$ cat config.mk
export PLATFORM = sky130hd
export DESIGN_NAME = seq_addsub
export DESIGN_NICKNAME = d
export VERILOG_FILES = /design/src/rtl/seq_addsub_pkg.sv /design/src/rtl/seq_addsub_chunk_adder.sv /design/src/rtl/seq_addsub.sv
export SDC_FILE = /design/constraint.sdc
export NUM_CORES = 1
export LEC_CHECK = 0
export BUFFER_PORTS_ARGS = -buffer_cell sky130_fd_sc_hd__buf_2
export CORE_ASPECT_RATIO = 1.75
export CORE_MARGIN = 5
export CORE_UTILIZATION = 55
export CTS_CLUSTER_SIZE = 14
export DETAILED_ROUTE_END_ITERATION = 8
export GPL_ROUTABILITY_DRIVEN = 0
export GPL_TIMING_DRIVEN = 0
export HOLD_SLACK_MARGIN = 0.03
export PLACE_DENSITY = 0.81
export SLEW_MARGIN = 20
export SYNTH_ARGS = -nofsm -noshare
export SYNTH_HDL_FRONTEND = slang
export SYNTH_SLANG_ARGS = --single-unit
export TNS_END_PERCENT = 10
$ cat constraint.sdc
create_clock -name clk -period 5.6 [get_ports clk]
set_input_delay 0.28 -clock clk [delete_from_list [all_inputs] [get_ports clk]]
set_output_delay 0.28 -clock clk [all_outputs]
set_load 0.05 [all_outputs]
$ cat src/rtl/seq_addsub_pkg.sv
`default_nettype none
// ============================================================================
// Module   : seq_addsub_pkg
// Brief    : Shared types and helpers for the sequential adder/subtractor.
// Revision : 1.0  initial release
// ============================================================================
package seq_addsub_pkg;

  // Control FSM encoding
  typedef enum logic [1:0] {
    IDLE = 2'd0,
    RUN  = 2'd1,
    DONE = 2'd2
  } state_t;

  // Operation mode as presented on the sub input
  localparam logic MODE_ADD = 1'b0;
  localparam logic MODE_SUB = 1'b1;

  // Chunk counter width; a single-chunk build still needs a 1-bit counter
  function automatic int cnt_width(input int nchunk);
    return (nchunk > 1) ? $clog2(nchunk) : 1;
  endfunction

endpackage : seq_addsub_pkg
`default_nettype wire

$ cat src/rtl/seq_addsub_chunk_adder.sv
`default_nettype none
// ============================================================================
// Module   : chunk_adder
// Brief    : Combinational CHUNK-bit ripple-carry adder built from 1-bit
//            full adders. Also exposes the carry into its top bit so the
//            caller can derive signed overflow.
// Revision : 1.0  initial release
// ============================================================================
module chunk_adder #(
  parameter int CHUNK = 4
) (
  input  logic [CHUNK-1:0] a,
  input  logic [CHUNK-1:0] b,
  input  logic             cin,
  output logic [CHUNK-1:0] sum,
  output logic             cout,
  output logic             c_msb
);

  // carry[i] is the carry into bit i; carry[CHUNK] leaves the chunk
  logic [CHUNK:0] carry;

  assign carry[0] = cin;

  for (genvar i = 0; i < CHUNK; i++) begin : g_bit
    assign sum[i]     = a[i] ^ b[i] ^ carry[i];
    assign carry[i+1] = (a[i] & b[i]) | (carry[i] & (a[i] ^ b[i]));
  end

  assign cout  = carry[CHUNK];
  assign c_msb = carry[CHUNK-1];

endmodule : chunk_adder
`default_nettype wire

$ cat src/rtl/seq_addsub.sv
`default_nettype none
// ============================================================================
// Module   : seq_addsub
// Brief    : Multi-cycle WIDTH-bit adder/subtractor. Processes CHUNK bits per
//            cycle, LSB chunk first, through one shared chunk adder, with
//            valid/ready handshakes on operand and result sides.
// Revision : 1.0  initial release
// ============================================================================
module seq_addsub
  import seq_addsub_pkg::*;
#(
  parameter int WIDTH = 32,
  parameter int CHUNK = 4
) (
  input  logic             clk,
  input  logic             reset,
  input  logic             in_valid,
  output logic             in_ready,
  input  logic [WIDTH-1:0] a,
  input  logic [WIDTH-1:0] b,
  input  logic             carryin,
  input  logic             sub,
  output logic             out_valid,
  input  logic             out_ready,
  output logic [WIDTH-1:0] sum,
  output logic             carryout,
  output logic             overflow,
  output logic             zero
);

  localparam int             NCHUNK = WIDTH / CHUNK;
  localparam int             KW     = cnt_width(NCHUNK);
  localparam logic [KW-1:0]  K_LAST = KW'(NCHUNK - 1);

  state_t           state_q,    state_d;
  logic [KW-1:0]    k_q,        k_d;
  logic [WIDTH-1:0] a_q,        a_d;
  logic [WIDTH-1:0] b_q,        b_d;      // already inverted for subtract
  logic             c_q,        c_d;      // running carry between chunks
  logic [WIDTH-1:0] sum_q,      sum_d;
  logic             carryout_q, carryout_d;
  logic             overflow_q, overflow_d;
  logic             zero_q,     zero_d;

  logic [CHUNK-1:0] a_chunk;
  logic [CHUNK-1:0] b_chunk;
  logic [CHUNK-1:0] chunk_sum;
  logic             chunk_cout;
  logic             chunk_cmsb;

  // Select the operand chunk addressed by the chunk counter
  always_comb begin
    a_chunk = a_q[int'(k_q)*CHUNK +: CHUNK];
    b_chunk = b_q[int'(k_q)*CHUNK +: CHUNK];
  end

  chunk_adder #(
    .CHUNK (CHUNK)
  ) u_chunk_adder (
    .a     (a_chunk),
    .b     (b_chunk),
    .cin   (c_q),
    .sum   (chunk_sum),
    .cout  (chunk_cout),
    .c_msb (chunk_cmsb)
  );

  // Next-state, datapath and flag update logic
  always_comb begin
    state_d    = state_q;
    k_d        = k_q;
    a_d        = a_q;
    b_d        = b_q;
    c_d        = c_q;
    sum_d      = sum_q;
    carryout_d = carryout_q;
    overflow_d = overflow_q;
    zero_d     = zero_q;

    case (state_q)
      IDLE: begin
        // in_ready is high throughout IDLE, so in_valid alone is an accept
        if (in_valid) begin
          a_d     = a;
          b_d     = (sub == MODE_SUB) ? ~b : b;
          c_d     = (sub == MODE_SUB) ? ~carryin : carryin;
          k_d     = '0;
          sum_d   = '0;
          state_d = RUN;
        end
      end

      RUN: begin
        sum_d[int'(k_q)*CHUNK +: CHUNK] = chunk_sum;
        c_d = chunk_cout;
        if (k_q == K_LAST) begin
          // Top chunk: its carries are the carries of the whole word
          carryout_d = chunk_cout;
          overflow_d = chunk_cmsb ^ chunk_cout;
          zero_d     = (sum_d == '0);
          state_d    = DONE;
        end else begin
          k_d = k_q + 1'b1;
        end
      end

      DONE: begin
        if (out_ready) begin
          state_d = IDLE;
        end
      end

      default: begin
        state_d = IDLE;
      end
    endcase
  end

  // State and datapath registers with synchronous reset
  always_ff @(posedge clk) begin
    if (reset) begin
      state_q    <= IDLE;
      k_q        <= '0;
      a_q        <= '0;
      b_q        <= '0;
      c_q        <= 1'b0;
      sum_q      <= '0;
      carryout_q <= 1'b0;
      overflow_q <= 1'b0;
      zero_q     <= 1'b0;
    end else begin
      state_q    <= state_d;
      k_q        <= k_d;
      a_q        <= a_d;
      b_q        <= b_d;
      c_q        <= c_d;
      sum_q      <= sum_d;
      carryout_q <= carryout_d;
      overflow_q <= overflow_d;
      zero_q     <= zero_d;
    end
  end

  // Handshakes are pure state decodes
  assign in_ready  = (state_q == IDLE);
  assign out_valid = (state_q == DONE);
  assign sum       = sum_q;
  assign carryout  = carryout_q;
  assign overflow  = overflow_q;
  assign zero      = zero_q;

endmodule : seq_addsub
`default_nettype wire

# Word level (Yosys, flattened, before mapping)
# Cells that the tools add are included.
# W data, S select, Z words.
[word_totals] reg_bits=105 input_bits=70 output_inout_bits=37 elab_cells=67
[classes] addsub=2 n_eq_ne=7 shifts=4 n_mux=14 bitwise=23 reduce_logical=8
[ops] operator="$mux W32" count=2
[ops] operator="$pmux W32 S2" count=1
[ops] operator="$shiftx A32 B6 Y4" count=2
[ops] operator="$neg A5 Y33" count=1
[ops] operator="$shift A4 B33 Y32 const A" count=1
[ops] operator="$shiftx A4 B33 Y32" count=1
[ops] operator="$bwmux W32" count=1
[ops] operator="$logic_not A32 Y1" count=1
[ops] operator="$not A32 Y32" count=1
[ops] operator="$xor A1 B1 Y1" count=9
[ops] operator="$and A1 B1 Y1" count=8
[ops] operator="$mux W2" count=3
[ops] operator="$mux W3" count=2
[ops] operator="$ne A2 B2 Y1 const B" count=3
[ops] operator="$pmux W2 S3" count=1
[ops] operator="$pmux W3 S2" count=1
[ops] operator="$reduce_and A2 Y1" count=3
[ops] operator="$reduce_and A3 Y1" count=2
[ops] operator="$or A1 B1 Y1" count=4
[ops] operator="$add A3 B1 Y3 const B" count=1
[ops] operator="$eq A3 B3 Y1 const B" count=1
[ops] operator="$eq A2 B1 Y1 const B" count=1
[ops] operator="$eq A2 B2 Y1 const B" count=1
[ops] operator="$logic_not A2 Y1" count=1
[ops] operator="other kinds (5)" count=6

# Longest topological paths before layout
# Gate-level depths: netlist of run 1.
[logic_depth] depth_word=12 mapped_depth=16 mapped_depth_nobuf=13

# Hierarchy
# From an unflattened synthesis of run 1, not the netlist that was laid out.
[unflattened] hier_cells=590 area_unflattened_um2=5058.6
[modules_own_cells] mod="seq_addsub" instances=1 cells_per_inst=578 area_per_inst_um2=4948.5 seq_area_each_um2=2102.0
[modules_own_cells] mod="chunk_adder" instances=1 cells_per_inst=12 area_per_inst_um2=110.1 seq_area_each_um2=0.0

# Least setup slack after synthesis of run 1
# OpenSTA, ideal clock, no wires.
[synth_path] path_kind="register to register" from="register k_q[0]" to="register zero_q (netlist: zero)" setup_time_ns=0.116 t_arrival_ns=3.803 t_required_ns=5.484 slack_ns=1.682 path_stages_with_launch=16 path_buffers=3 synth_period_minus_slack_ns=3.918 path_cell_list="dfxtp_1 -> buf_6 -> clkbuf_1 -> mux4_2 -> mux2i_1 -> fa_1 -> inv_1 -> fa_1 -> inv_1 -> fa_1 -> clkbuf_1 -> and3b_1 -> nor4b_1 -> a2111oi_2 -> and3_1 -> a31o_1"
[synth_via] elab_chain_len=12 word_cells_on_any_way=26 cone_classes="add/sub (1); eq/ne (1); shift (4); mux (1); bitwise (17); reduce/logical (2)"
[synth_rtl] element="from (decl)" line="seq_addsub.sv:36" text="logic [KW-1:0] k_q, k_d;"
[synth_rtl] element="from (signal assigned)" line="seq_addsub.sv:133" text="k_q <= k_d;"
[synth_rtl] element="$shiftx A32 B6 Y4, on equally long branches" line="seq_addsub.sv:53, seq_addsub.sv:54"
[synth_rtl] element="$xor A1 B1 Y1" line="seq_addsub_chunk_adder.sv:26, seq_addsub_chunk_adder.sv:27"
[synth_rtl] element="$and A1 B1 Y1" line="seq_addsub_chunk_adder.sv:27" text="assign carry[i+1] = (a[i] & b[i]) | (carry[i] & (a[i] ^ b[i]));"
[synth_rtl] element="$or A1 B1 Y1" line="seq_addsub_chunk_adder.sv:27"
[synth_rtl] element="$and A1 B1 Y1" line="seq_addsub_chunk_adder.sv:27"
[synth_rtl] element="$or A1 B1 Y1" line="seq_addsub_chunk_adder.sv:27"
[synth_rtl] element="$and A1 B1 Y1" line="seq_addsub_chunk_adder.sv:27"
[synth_rtl] element="$or A1 B1 Y1" line="seq_addsub_chunk_adder.sv:27"
[synth_rtl] element="$xor A1 B1 Y1" line="seq_addsub_chunk_adder.sv:26" text="assign sum[i] = a[i] ^ b[i] ^ carry[i];"
[synth_rtl] element="$shiftx A4 B33 Y32" line="seq_addsub.sv:94" text="sum_d[int'(k_q)*CHUNK +: CHUNK] = chunk_sum;"
[synth_rtl] element="$bwmux W32" line="seq_addsub.sv:94"
[synth_rtl] element="$logic_not A32 Y1" line="seq_addsub.sv:100" text="zero_d = (sum_d == '0);"
[synth_rtl] element="to (signal assigned)" line="seq_addsub.sv:140" text="zero_q <= zero_d;"
[synth_rtl] element="to (decl)" line="seq_addsub.sv:43" text="logic zero_q, zero_d;"
# Several ways; a longest one is shown, not always the timed one.
# A chain may end at the register's enable or synchronous reset.

# Worst setup path after layout of run 1
[layout_path] from="register k_q[1]" to="register zero_q (netlist: zero)"
# The elaborated chain is that of the path after synthesis.

==> results of run 1 <==
-- how the worst min path moves through the flow --
stage | startpoint | cells past startpoint | end | slack, ns
detailed placement | a_q[17] | 2 | a_q[17] | 0.45
finish | a[8] | 3 | a_q[8] | 0.17
global placement | a_q[20] | 2 | a_q[20] | 0.44
global route | a[13] | 3 | a_q[13] | 0.18
CTS | a[8] | 3 | a_q[8] | 0.16
floorplan | a[0] | 2 | a_q[0] | 0.42
-- critical path, cell delays in order, from the launching register on --
cell	delay, ns
dfxtp_1	0.37
buf_2	0.31
buf_1	0.56
mux4_2	0.35
mux2i_1	0.09
fa_1	0.39
inv_1	0.07
fa_1	0.15
inv_1	0.05
fa_1	0.42
fa_1	0.55
clkbuf_1	0.42
nand3b_1	0.16
mux2i_1	0.25
o221ai_1	0.20
nor4_1	0.32
a31o_1	0.17
-- per-layer routing --
layer	share of wire (%)	vias to the layer above	GRT usage, %	routed length [microns]
met5	0	-	0	0
met4	6.4	0	19.78	884
met3	6.2	67	4.907	847
met2	56	200	48.06	7647
met1	32	2126	23.33	4374
li1	-	2196	-	-
-- cells in the mapped netlist, types with 2 or more instances --
master / count / share of area (%)
inv_1: 10 / 0.75
a2bb2oi_1: 6 / 1.1
a32oi_1: 4 / 0.70
a31oi_1: 2 / 0.25
clkbuf_1: 40 / 3.0
xnor2_1: 34 / 6.0
or2_2: 2 / 0.25
or4_1: 3 / 0.45
and2_1: 2 / 0.25
a22oi_1: 21 / 3.2
nor4_1: 3 / 0.38
o21ai_0: 7 / 0.70
dfxtp_1: 105 / 42
nor4b_2: 3 / 0.90
a21oi_1: 43 / 4.3
nor3_1: 6 / 0.60
buf_2: 2 / 0.20
buf_1: 3 / 0.23
nand3b_1: 2 / 0.30
nand2_1: 77 / 5.8
a211oi_1: 34 / 5.1
ha_1: 4 / 1.0
mux2i_1: 8 / 1.6
and3_1: 3 / 0.38
and4bb_4: 2 / 0.65
nand3_1: 3 / 0.30
nor2b_1: 3 / 0.38
fa_1: 4 / 1.6
mux4_2: 16 / 7.2
nor2_1: 88 / 6.6
nand2b_1: 3 / 0.38
-- cell families (layout without fill, tap and decap cells) --
logic type,Yosys count,in the layout
multiplexers,24,24
flip-flops,105,105
XOR/XNOR,34,34
adder cells (fa/ha/maj),8,8
AO/OA/AOI/OAI,122,122
buffers and inverters,57,177
AND/OR/NAND/NOR,211,211
-- layout make-up --
type | count | area [sq um]
flip-flops and latches | 105 | 2102
well taps | 120 | 150.1
clock inverters | 5 | 85.08
plain buffers | 46 | 182.7
inverters | 11 | 41.29
fillers | 760 | 2999
repair buffers | 104 | 520.5
multi-input cells | 399 | 2655
clock buffers | 11 | 242.7
-- cell usage in the layout, fill, tap and decap left out, types with 4 or more instances in the layout --
cell type and n:
a211oi_1 34, a22oi_1 21, clkbuf_16 9, xnor2_1 34
ha_1 4, nand2_1 77, dfxtp_1 105, o21ai_0 7
mux2i_1 8, a2bb2oi_1 6, mux4_2 16, nor3_1 6
inv_1 10, a32oi_1 4, fa_1 4, nor2_1 88
buf_2 106, a21oi_1 43, clkbuf_1 41
-- registers in the layout (all words and copies together) (netlist names) --
register and cells:
carryout 1, zero 1, sum 32, c_q 1, k_q 3, a_q 32
state_q 2, b_q 32, overflow 1
-- where the power goes --
| part | internal, mW | total (mW) | switching (mW) |
|---|---|---|---|
| registers | 0.785 | 0.807 | 0.0217 |
| clock network | 0.408 | 0.695 | 0.287 |
| logic | 0.125 | 0.312 | 0.187 |
==> metrics.md, run 1 <==
| Metric | Value |
|---|---|
| Outcome | finished clean |
| DRC viols | 0 |
| Crit Path Class | reg2reg |
| CTS tree | yes |
| Setup WS post-layout | 0.7048 ns |
| Power, Total | 1.814 mW |
| Top Ports | 107 |
| Clk buf depth | 2 |
| Final #Nets | 754 |
| Critical Path AT | 5.19 ns |
| CORE AREA | 0.008979 sq mm |
| Syn Inst Count | 561 |
| Die Span Y | 135.9 microns |
| Wire per inst | 17.17 microns |
| Setup-failing EPs final | 0 |
| Initial antenna violation count | 0 |
| WP data required | 5.89 ns |
| Endpoint of the worst register-to-register path | zero |
| R2R cell count | 16 |
| Main synth FF type | dfxtp_1 |
| Util after Layout | 66.60% |
| Largest family of logic cells by synthesized area | simple AND/OR/NAND/NOR gates |
| Worst setup EP type | flip-flop |
| Synth cell types | 49 |
| Post-Route WL | 13,760 microns |
| Cell Area, Placed | 0.005652 sq mm |
| Final period utilization | 87.42% |
| Netlist Area Pre-Place | 0.004981 sq mm |
| Root Buffer | clkbuf_16 |
| Hold_buf cts | 0 |
| Max-cap violations | 0 |
| Fmax | 204.3 MHz |
| Sequential-to-total area share from yosys stat | 42.20% |
| Area growth, synth to finish | 20.05% |
| Leakage power | 2.424 nW |
| Syn nets | 639 |
| Gr usage total | 25.87% |
| Vias in the first global route | 4,849 |
| Input/output buffers | 104 |
| Final HPWL DP | 10,650 microns |
| Worst Setup SP | k_q[1] |
| RSZ-0062 raised after global routing | no |
| Initial Util | 55.48% |
| Worst Tran Pin Value | 0.7274 ns |
| Routed Antenna Nets | 0 |
| Pin count of the biggest net entering global routing | 18 |
| Grt total ovfl | 0 |
| Layout Cells excl Fill | 801 |
| PD cells | 303.3 mW/mm^2 |
| Slew Viols, Final | 0 |
| Flop-to-flop setup slack | 0.70 ns |
| Final Skew | 0.006857 ns |
| Design Area, Final | 0.005979 sq mm |
| DR iter-0 viols | 271 |
| Synth Area in Compound Gates | 16.25% |
| DR pass1 iterations | 5 |
| Clk slew on worst S/H paths | 0.07 ns |
| Final Hold Fails | 0 |
| Worst r2r src | k_q[1] |
| HP Class | in2reg |
| Worst slew margin | 51.50% |
| Ys async rst share | 0% |
| #FFs+latches synth | 105 |
| # diodes | 0 |
| Mapped Avg Cell Area | 8.879 sq um |
| Critical path endpoint | zero |
| Cts bufs inserted | 9 |
| Mux cell area share after synthesis | 8.842% |
| Std cell rows | 46 |
| Hold Slack | 0.1660 ns |
| Fin Setup TNS | 0 ns |
| Routed vias/inst | 5.729 |
| Worst-Skew Late Latency | 0.35 ns |
| DP Worst Slack | 0.8548 ns |
| Die W | 81.94 microns |
| CTS Sinks | 105 |
| Area share of and/or/nand/nor cells after synthesis | 19.62% |
| Synth Area in Adders | 2.612% |
| First-pass GRT wire length | 21,910 microns |
| Critical path fanouts, max | 10 |
| H-tree levels | 3 |
| Worst IR drop on VDD | 241.1 uV |
| Via Count | 4,589 |
| CP startpoint kind | flip-flop |
| Ys Warns | 0 |
| Final min period | 4.895 ns |
| Placed cells | 785 |
| DIE AREA | 0.01113 sq mm |
| Post-synthesis xor/xnor area fraction | 5.978% |
| Setup Buffers After CTS | 0 |
| Layout cells sized above 1 | 22.32% |
| EDFF count, synth | 0 |
| Resized cells post-CTS | 0 |
No activity file was read; power rests on OpenSTA's default activity.
==> inputs of run 2 (changes only) <==
==> constraint.sdc (replaced) <==
create_clock -name clk -period 4.9 [get_ports clk]
set_input_delay 0.245 -clock clk [delete_from_list [all_inputs] [get_ports clk]]
set_output_delay 0.245 -clock clk [all_outputs]
set_load 0.05 [all_outputs]
==> run 2 against run 1 <==
  * Worst hold slack got worse by 0.036 ns
  * Register-to-register slack got worse by 0.22 ns
  * Worst setup slack got worse by 0.22 ns
  * Die area unchanged
  * Sequential power increased by 14%
  * Critical path type unchanged
  * Clock skew about the same
  * Design area about the same
  * Clock power increased by 14%
  * Sequential share of layout area about the same
==> metrics.md, run 2 (synthesis results as in run 1) <==
| Metric | Value |
|---|---|
| Input/output buffers | 104 |
| GR peak layer | met2 |
| Leakage power | 2.434 nW |
| DRC viols | 0 |
| Worst Setup SP | k_q[1] |
| Final Hold Fails | 0 |
| CTS tree | yes |
| Grt total ovfl | 0 |
| Final period utilization | 90.16% |
| Worst-Skew Late Latency | 0.35 ns |
| RSZ-0062 raised after global routing | no |
| Flop-to-flop setup slack | 0.48 ns |
| Routed Antenna Nets | 0 |
| Met3 usage | 4.907% |
| Critical Path AT | 4.71 ns |
| Fmax | 226.4 MHz |
| Pin count of the biggest net entering global routing | 18 |
| CP startpoint kind | flip-flop |
| Grt met1 use | 23.33% |
| Initial Util | 55.48% |
| Power, Total | 2.073 mW |
| HP Class | in2reg |
| Layout fillers | 759 |
| Root Buffer | clkbuf_16 |
| Outcome | finished clean |
| Hold Path Sink | a_q[8] |
| Setup-failing EPs final | 0 |
| DIE AREA | 0.01113 sq mm |
| PD cells | 346.5 mW/mm^2 |
| Worst r2r src | k_q[1] |
| # diodes | 0 |
| GR Util met2 | 48.06% |
| Crit Path Class | reg2reg |
| WP data required | 5.19 ns |
| Initial antenna violation count | 0 |
| CORE AREA | 0.008979 sq mm |
| Setup Buffers After CTS | 0 |
| Hold path startpoint | a[8] |
| Top Ports | 107 |
| Hold path cells | 3 |
| Wire per inst | 17.18 microns |
| Final HPWL DP | 10,650 microns |
| Hold_buf cts | 0 |
| Endpoint of the worst register-to-register path | zero |
| Critical path fanouts, max | 10 |
| DR pass1 iterations | 5 |
| Final min period | 4.418 ns |
| Area growth, synth to finish | 20.12% |
| H-tree levels | 3 |
| Layout cells sized above 1 | 22.76% |
| Routed vias/inst | 5.715 |
| First-pass GRT wire length | 21,910 microns |
| Max-cap violations | 0 |
| Die Span Y | 135.9 microns |
| Worst Tran Pin Value | 0.6593 ns |
| Final Skew | 0.007270 ns |
| Clk slew on worst S/H paths | 0.07 ns |
| R2R cell count | 16 |
| Commonest non-fill, non-tap cell in the layout | buf_2 |
| Worst IR drop on VDD | 273.4 uV |
| Fin Setup TNS | 0 ns |
| Post-Route WL | 13,760 microns |
| Worst slew margin | 55.71% |
| Commonest non-fill, non-tap cells in the layout | 106 x buf_2, 105 x dfxtp_1, 88 x nor2_1, 77 x nand2_1, 43 x a21oi_1 |
| Via Count | 4,578 |
| Vias in the first global route | 4,849 |
| Clk buf depth | 2 |
| Final #Nets | 754 |
| CTS Sinks | 105 |
| Cts bufs inserted | 9 |
| Worst setup EP type | flip-flop |
| Die W | 81.94 microns |
| Slew Viols, Final | 0 |
| DR iter-0 viols | 288 |
| Std cell rows | 46 |
| Gr usage total | 25.87% |
==> run 2: cell types whose count changed in the layout (fill, tap and decap cells not counted) <==
cell / change
clkbuf_2: +3
clkbuf_1: -2
buf_1: -1
==> run 2: layout make-up <==
class / instances / area [sq um] / area share [%]
inverter: 11 / 41.29 / 0.6901
timing repair buffer: 104 / 520.5 / 8.699
tap: 120 / 150.1 / 2.509
buffer: 46 / 186.4 / 3.116
sequential: 105 / 2102 / 35.13
multi-input combinational: 399 / 2655 / 44.37
clock buffer: 11 / 242.7 / 4.057
clock inverter: 5 / 85.08 / 1.422
==> run 2: metrics by stage <==
step           utilization, %  cell area [sq um]  std cells  setup slack, ns  hold slack, ns
6_report                66.64               5983        801           0.4823          0.1304
5_1_grt                 66.64               5983        801           0.2058          0.1446
4_1_cts                 66.60               5979        801           0.1038          0.1299
3_5_place_dp            62.95               5652        785           0.1548          0.4469
3_3_place_gp            62.95               5652        785           0.1625          0.4399
2_1_floorplan               -               4981        561           0.9819          0.3810
==> run 2: how the worst max path moves through the flow <==
stage	depth (start not counted)	slack, ns	to
after global routing	16	0.21	zero
after CTS	16	0.10	zero
final	16	0.48	zero
after detailed placement	16	0.15	zero
after floorplan	15	0.98	zero
after global placement	16	0.16	zero
==> run 2: critical path, stage by stage (launching register included) <==
cell and delay [ns]:
dfxtp_1 0.37, buf_2 0.32, clkbuf_2 0.36, mux4_2 0.27
mux2i_1 0.09, fa_1 0.39, inv_1 0.07, fa_1 0.15
inv_1 0.05, fa_1 0.42, fa_1 0.55, clkbuf_2 0.27
nand3b_1 0.12, mux2i_1 0.24, o221ai_1 0.20, nor4_1 0.31
a31o_1 0.16
==> run 2: per-layer routing <==
metal,vias up,wire length [microns]
li1,2193,-
met1,2128,4475
met2,190,7634
met3,67,769
met4,0,880
met5,-,0
==> run 2: power breakdown <==
part	total, mW	leakage, nW	internal (mW)	switching [mW]
sequential	0.922	0.859	0.897	0.0249
combinational	0.358	1.42	0.143	0.214
clock	0.793	0.157	0.466	0.328
==> run 2: timing repair <==
action / 4_1_cts / 5_1_grt
endpoints found under the setup margin: 0 / 1
hold endpoints to repair: 0 / 0
gates resized for setup: 0 / 5
==> inputs of run 3 (changes only) <==
--- a/config.mk
+++ b/config.mk
@@ -15,6 +15,7 @@
 export GPL_TIMING_DRIVEN = 0
 export HOLD_SLACK_MARGIN = 0.03
 export PLACE_DENSITY = 0.81
+export SETUP_SLACK_MARGIN = 0.5
 export SLEW_MARGIN = 20
 export SYNTH_ARGS = -nofsm -noshare
 export SYNTH_HDL_FRONTEND = slang
==> run 3 against run 2 <==
  * Maximum frequency is 6.5% higher
  * Clock-buffer cell count unchanged
  * Routed wire length down 0.31%
  * Non-clock buffer count unchanged
  * Critical path depth is the same
  * Combinational power about the same
  * First-iteration DRC count decreased by 3.8%
  * Critical path type unchanged
  * Highest routed layer unchanged
==> metrics.md, run 3 (synthesis results as in run 1) <==
| Metric | Value |
|---|---|
| Outcome | finished clean |
| Setup WS post-layout | 0.7508 ns |
| Crit Path Class | reg2reg |
| DIE AREA | 0.01113 sq mm |
| Clk slew on worst S/H paths | 0.07 ns |
| Input/output buffers | 104 |
| Vias in the first global route | 4,841 |
| Final HPWL DP | 10,650 microns |
| Worst Setup SP | k_q[1] |
| CORE AREA | 0.008979 sq mm |
| RSZ-0062 raised after global routing | no |
| Fin Setup TNS | 0 ns |
| Setup-failing EPs final | 0 |
| Fmax | 241.0 MHz |
| Slew Viols, Final | 0 |
| WP data required | 5.19 ns |
| Std cell rows | 46 |
| Hold path startpoint | a[8] |
| Final min period | 4.149 ns |
| CTS Sinks | 105 |
| Root Buffer | clkbuf_16 |
| Initial Util | 55.48% |
| Die W | 81.94 microns |
| Worst Tran Pin Value | 0.6408 ns |
| R2R cell count | 16 |
| Hold Slack | 0.1315 ns |
| Layout fillers | 757 |
| First-pass GRT wire length | 21,890 microns |
| Util after Layout | 66.85% |
| Commonest non-fill, non-tap cells in the layout | 105 x dfxtp_1, 104 x buf_2, 88 x nor2_1, 77 x nand2_1, 43 x a21oi_1 |
| Hold path cells | 3 |
| HP Class | in2reg |
| Final Skew | 0.006120 ns |
| Die Span Y | 135.9 microns |
| # diodes | 0 |
| DR iter-0 viols | 277 |
| Final #Nets | 754 |
| Layout cells sized above 1 | 22.91% |
| DR pass1 iterations | 5 |
| DRC viols | 0 |
| Post-Route WL | 13,720 microns |
| Routed Antenna Nets | 0 |
| Area growth, synth to finish | 20.50% |
| Initial antenna violation count | 0 |
| Max-cap violations | 0 |
| Final Hold Fails | 0 |
| Commonest non-fill, non-tap cell in the layout | dfxtp_1 |
| Worst IR drop on VDD | 273.8 uV |
| Gr usage total | 25.83% |
| Worst r2r src | k_q[1] |
| Setup Buffers After CTS | 0 |
| Worst setup EP type | flip-flop |
| CTS tree | yes |
| Hold_buf cts | 0 |
| DP Worst Slack | 0.1548 ns |
| Routed vias/inst | 5.718 |
| Critical Path AT | 4.44 ns |
| Worst-Skew Late Latency | 0.35 ns |
| Leakage power | 2.436 nW |
| Worst slew margin | 56.95% |
| Top Ports | 107 |
| Pin count of the biggest net entering global routing | 18 |
| H-tree levels | 3 |
| Wire per inst | 17.13 microns |
| Clk buf depth | 2 |
| PD cells | 345.6 mW/mm^2 |
| Final period utilization | 84.68% |
| CP startpoint kind | flip-flop |
| Cts bufs inserted | 9 |
| Critical path fanouts, max | 10 |
| Via Count | 4,580 |
| Grt total ovfl | 0 |
## run 3: critical path, cell delays in order (launching register included)
cell	delay [ns]
dfxtp_1	0.38
buf_4	0.23
buf_4	0.24
mux4_2	0.22
mux2i_1	0.09
fa_1	0.39
inv_1	0.07
fa_1	0.15
inv_1	0.05
fa_1	0.42
fa_1	0.56
clkbuf_4	0.23
nand3b_1	0.11
mux2i_1	0.25
o221ai_1	0.20
nor4_1	0.32
a31o_1	0.17
## run 3: area by class of cell
cell class	instances	area [sq um]	share of cell area (%)
Sequential cell	105	2102	35.02
Clock inverter	5	85.08	1.418
Clock buffer	11	242.7	4.044
Tap cell	120	150.1	2.502
Inverter	11	41.29	0.6879
Timing Repair Buffer	104	520.5	8.672
Buffer	46	198.9	3.315
Multi-Input combinational cell	399	2661	44.34
## run 3: per-stage QoR
step | power (mW) | instances | area (sq um)
floorplan | 1.181 | 561 | 4981
global placement | 1.280 | 785 | 5652
detailed placement | 1.293 | 785 | 5652
CTS | 2.066 | 801 | 5983
global route | 2.145 | 801 | 6002
finish | 2.074 | 801 | 6002
## run 3: path summary, 6_finish.rpt
path / to / slack, ns
setup / recovery: zero / 0.75
hold reg to reg: a_q[17] / 0.46
hold / removal: a_q[8] / 0.13
setup reg to reg: zero / 0.75
## run 3: what timing repair did
| action | in CTS | in global routing |
|---|---|---|
| setup endpoints to repair | 1 | 1 |
| resized for setup | 3 | 11 |
| pin swaps | 0 | 0 |
## run 3: where the power goes
group	switching (mW)	internal [mW]	leakage (nW)
registers	0.0249	0.897	0.859
clock network	0.325	0.466	0.157
logic	0.215	0.146	1.42
total	0.565	1.51	2.44
## run 3: metal layers
layer	wire, microns	vias to the layer above	track usage, %
met5	0	-	0
met2	7699	177	48.11
met4	803	0	19.32
met3	770	58	4.907
li1	-	2191	-
met1	4445	2154	23.37
